==> config.mk <==
export PLATFORM = sky130hd
export DESIGN_NAME = plaintext_validator
export DESIGN_NICKNAME = d
export VERILOG_FILES = /design/src/rtl/plaintext_validator.sv
export SDC_FILE = /design/constraint.sdc
export NUM_CORES = 1
export LEC_CHECK = 0
export BUFFER_PORTS_ARGS = -buffer_cell sky130_fd_sc_hd__buf_2
export CAP_MARGIN = 40
export CORE_MARGIN = 3
export CORE_UTILIZATION = 35
export DETAILED_ROUTE_END_ITERATION = 7
export PLACE_DENSITY = 0.62
export SLEW_MARGIN = 30
export SYNTH_ARGS = -nofsm -noshare
export SYNTH_HDL_FRONTEND = slang
export SYNTH_SLANG_ARGS = --single-unit
==> constraint.sdc <==
create_clock -name clk -period 2.4 [get_ports clk]
set_input_delay 0.12 -clock clk [delete_from_list [all_inputs] [get_ports clk]]
set_output_delay 0.12 -clock clk [all_outputs]
set_load 0.02 [all_outputs]
==> src/rtl/plaintext_validator.sv <==
// Snoops RAM-A writes from the RC4 decrypt stage and grades each candidate key:
// every byte must be a lowercase letter or space, written in strict address order.
module plaintext_validator #(
    parameter int                   RAM_WIDTH          = 8,
    parameter int                   KEY_LENGTH         = 3,
    parameter int                   MESSAGE_LOG_LENGTH = 5,
    parameter int                   MESSAGE_LENGTH     = 32,
    parameter logic [RAM_WIDTH-1:0] LOW_CHAR           = 8'h61,
    parameter logic [RAM_WIDTH-1:0] HIGH_CHAR          = 8'h7A,
    parameter logic [RAM_WIDTH-1:0] SPACE_CHAR         = 8'h20
) (
    input  logic                             clk,
    input  logic                             reset,
    input  logic                             start,
    input  logic [KEY_LENGTH*RAM_WIDTH-1:0]  key_in,
    input  logic                             aWren,
    input  logic [MESSAGE_LOG_LENGTH-1:0]    aAddr,
    input  logic [RAM_WIDTH-1:0]             aIn,
    input  logic                             clear_found,
    output logic                             busy,
    output logic                             done,
    output logic                             pass,
    output logic                             fail,
    output logic [MESSAGE_LOG_LENGTH:0]      byte_count,
    output logic                             found,
    output logic [KEY_LENGTH*RAM_WIDTH-1:0]  found_key
);

    localparam logic [1:0] IDLE  = 2'd0;
    localparam logic [1:0] CHECK = 2'd1;
    localparam logic [1:0] PASS  = 2'd2;
    localparam logic [1:0] FAIL  = 2'd3;

    localparam logic [MESSAGE_LOG_LENGTH:0] LAST_INDEX =
        (MESSAGE_LOG_LENGTH + 1)'(MESSAGE_LENGTH - 1);

    logic [1:0]                        state;
    logic [KEY_LENGTH*RAM_WIDTH-1:0]   cur_key;
    logic                              char_ok;
    logic                              addr_ok;

    always_comb begin
        char_ok = ((aIn >= LOW_CHAR) && (aIn <= HIGH_CHAR)) || (aIn == SPACE_CHAR);
        addr_ok = (aAddr == byte_count[MESSAGE_LOG_LENGTH-1:0]);
    end

    assign busy = (state == CHECK);

    // start always takes priority; a clear_found in the same cycle as a pass
    // is overridden by the pass, which then records the current key.
    always_ff @(posedge clk or negedge reset) begin
        if (!reset) begin
            state      <= IDLE;
            cur_key    <= '0;
            done       <= 1'b0;
            pass       <= 1'b0;
            fail       <= 1'b0;
            byte_count <= '0;
            found      <= 1'b0;
            found_key  <= '0;
        end else begin
            done <= 1'b0;
            if (clear_found) begin
                found     <= 1'b0;
                found_key <= '0;
            end
            if (start) begin
                state      <= CHECK;
                byte_count <= '0;
                cur_key    <= key_in;
                pass       <= 1'b0;
                fail       <= 1'b0;
            end else if ((state == CHECK) && aWren) begin
                if (!char_ok || !addr_ok) begin
                    state <= FAIL;
                    fail  <= 1'b1;
                    done  <= 1'b1;
                end else if (byte_count == LAST_INDEX) begin
                    state      <= PASS;
                    pass       <= 1'b1;
                    done       <= 1'b1;
                    byte_count <= byte_count + 1'b1;
                    if (!found || clear_found) begin
                        found     <= 1'b1;
                        found_key <= cur_key;
                    end
                end else begin
                    byte_count <= byte_count + 1'b1;
                end
            end
        end
    end

endmodule

==> results_dict.tcl <==
set metrics [dict create \
    r2r-start "byte_count[0]" \
    grt_first_pass_wirelength_um 8890 \
    first_pass_iters 4 \
    pwr-share-seq_pct 47.0 \
    die_h_um 90.3 \
    preCtsSetupSlack_ns 0.00727 \
    fin_nets 318 \
    fin_crit_sh_pct 88.4 \
    core_um2 6830 \
    placementRows 30 \
    num_antenna_cells 0 \
    die_area_um2 8160 \
    path_class "register to register" \
    antenna_found_initial 0 \
    synthCells 178 \
    tightest_slew_ns 0.697 \
    finClkSkew_ns 0.00357 \
    cts-root-buf "clkbuf_8" \
    min_path_type "primary input to register" \
    clkPwrFrac_pct 45.6 \
    io-pin-count 77 \
    num_vias 1815 \
    vias_per_cell 4.83 \
    yosysTopAreaCell "dfrtp_1" \
    die_x_um 90.3 \
    setup_ws_ns 0.279 \
    crit_path_start_kind "register" \
    hold_start "key_in[17]" \
    synth.area.top_cells "dfrtp_1 (60%), mux2_2 (11%), a22o_1 (6.3%)" \
    regToRegSetupSlack_ns 0.28 \
    htreeDepth 3 \
    dp_hpwl_um 3650 \
    r2r-end "found_key[23]" \
    power_mw 2.29 \
    status "finished, final reports clean" \
    overflow 0 \
    area_growth_syn_to_layout_pct 34.9 \
    yosysWarnings 0 \
    min_path_cells 2 \
    grt_pass1_vias 1836 \
    detail_route.wl_per_cell_um 14.1 \
    fillers 635 \
    setup_violations 0 \
    fmax_ghz 0.471 \
    clockBufferDepth 2 \
    rsz0062_at_grt "false" \
    p_int_mw 1.79 \
    cp.arrival_ns 2.39 \
    fin_tns_setup_ns 0 \
    ys_types 32 \
    ys_seq_elements 60 \
    routed_wl_um 5290 \
    synth.cell_area_um2 2490 \
    clock_sinks 60 \
    yosysTopAreaCellShare_pct 60.3 \
    hold_viol_final 0 \
    p_sw_uw 507 \
    synth_area_per_cell_um2 14.0 \
    r2r_cells 7 \
    switching_share_pct 22.1 \
    leakagePower_nw 1.63 \
    cts_tree "done" \
    p_per_area_nw_per_um2 683 \
    final_common_cell "buf_2" \
    grt.total_usage_pct 13.8 \
    final_max_slew_viol_count 0 \
    drc 0 \
    yosysSeqAreaShare_pct 60.3 \
    cp.required_ns 2.67 \
    cts.repair.resized 0 \
    peakVddDrop_uv 456 \
    cp_max_fo 24 \
    drv_cap 0 \
    clkTransAtPathRegs_ns 0.07 \
    period_needed_ns 2.12 \
    gp_congestion 0.705 \
    post_cts_buffers 0 \
    drt_first_iter_violations 37 \
    grt_max_degree 32 \
    syn_nets 221 \
    timing.hold.ws_ns 0.0197 \
    comb_power_share_pct 7.4 \
    portBuffers 76 \
    clock_latency_ns 0.33 \
    final_layout_size_suffix_gt1_share_pct 50.0 \
    numCtsBuffers 9 \
    endpoint_kind "register" \
    final_cell_mix "buf_2 (76), dfrtp_1 (60), mux2_2 (25)" \
    holdPathEnd "cur_key[17]" \
    start_util_pct 36.4 \
    ant_nets 0 \
    slew_headroom_pct 53.5 \
]
==> layer usage <==
metal	GRT usage [%]	vias to the layer above	part of all wire, %
met5	0	-	0
met4	5.74	0	1.6
met3	5.50	8	6.6
met2	21.5	59	47
met1	17.1	895	44
li1	-	853	-
==> what timing repair did <==
item,in CTS,in global routing
hold endpoints to repair,35,2
hold buffers,6,2
setup endpoints to repair,0,0
==> state kept, by name, summed over array words and instances, names as in the netlist <==
name        flops
state           2
found           1
done            1
pass            1
found_key      24
fail            1
cur_key        24
byte_count      6
==> worst max path at each step <==
stage,from,endpoint,slack [ns],cells after the start
2_1_floorplan,aIn[4],found_key[20],0.13,6
3_3_place_gp,aIn[4],found_key[23],0.05,8
3_5_place_dp,aIn[4],found_key[18],0.007,8
4_1_cts,byte_count[0],found_key[23],0.26,7
5_1_grt,byte_count[0],found_key[18],0.14,7
6_report,byte_count[0],found_key[23],0.28,7
==> metrics by stage <==
step | util [%] | cell area (um^2) | instances
after floorplan | - | 2490 | 178
after global placement | 44.5 | 3040 | 352
after detailed placement | 44.5 | 3040 | 352
after CTS | 48.8 | 3340 | 374
after global routing | 49.1 | 3360 | 376
final | 49.1 | 3360 | 376
==> Yosys cell counts (all sizes together) <==
library cell	n
dfrtp	60
mux2	25
a22o	24
a21oi	8
o21ai	7
buf	6
nand2	6
nor2	6
xnor2	6
inv	5
nand3	3
nor2b	3
clkbuf	2
nand4	2
or3	2
a2111o	1
a2111oi	1
a211o	1
a211oi	1
a31o	1
a41oi	1
and2	1
ha	1
nand3b	1
nor3b	1
o2111a	1
o211ai	1
or4	1
==> layout make-up <==
type / instances / area (um^2) / share of cell area, %
clock buffers: 11 / 151 / 4.51
clock inverters: 5 / 83.8 / 2.50
multi-input cells: 105 / 908 / 27.1
well taps: 96 / 120 / 3.58
flip-flops and latches: 60 / 1500 / 44.7
repair buffers: 94 / 573 / 17.1
inverters: 5 / 18.8 / 0.559
==> power by group through the flow <==
stage	Clock (mW)	Sequential, mW	Combinational (mW)
after floorplan	0	1.09	0.0832
after global placement	0	1.10	0.160
after detailed placement	0	1.10	0.165
after CTS	1.08	1.08	0.173
after global routing	1.12	1.08	0.191
final	1.05	1.08	0.171
==> cells by family after synthesis <==
group / synth area share [%]
compound gates: 16.9
xor+xnor: 2.11
fa+ha+maj: 0.503
buf+inv: 3.17
flops: 60.3
mux: 11.3
simple gates: 5.68
==> critical path, stage by stage (launching register included) <==
cell       delay, ns
dfrtp_1         0.44
xnor2_1         0.19
nand4_1         0.25
a2111oi_4       0.46
buf_4           0.19
o2111a_2        0.21
buf_12          0.18
a22o_2          0.15
Power figures use the tool's default switching activity.
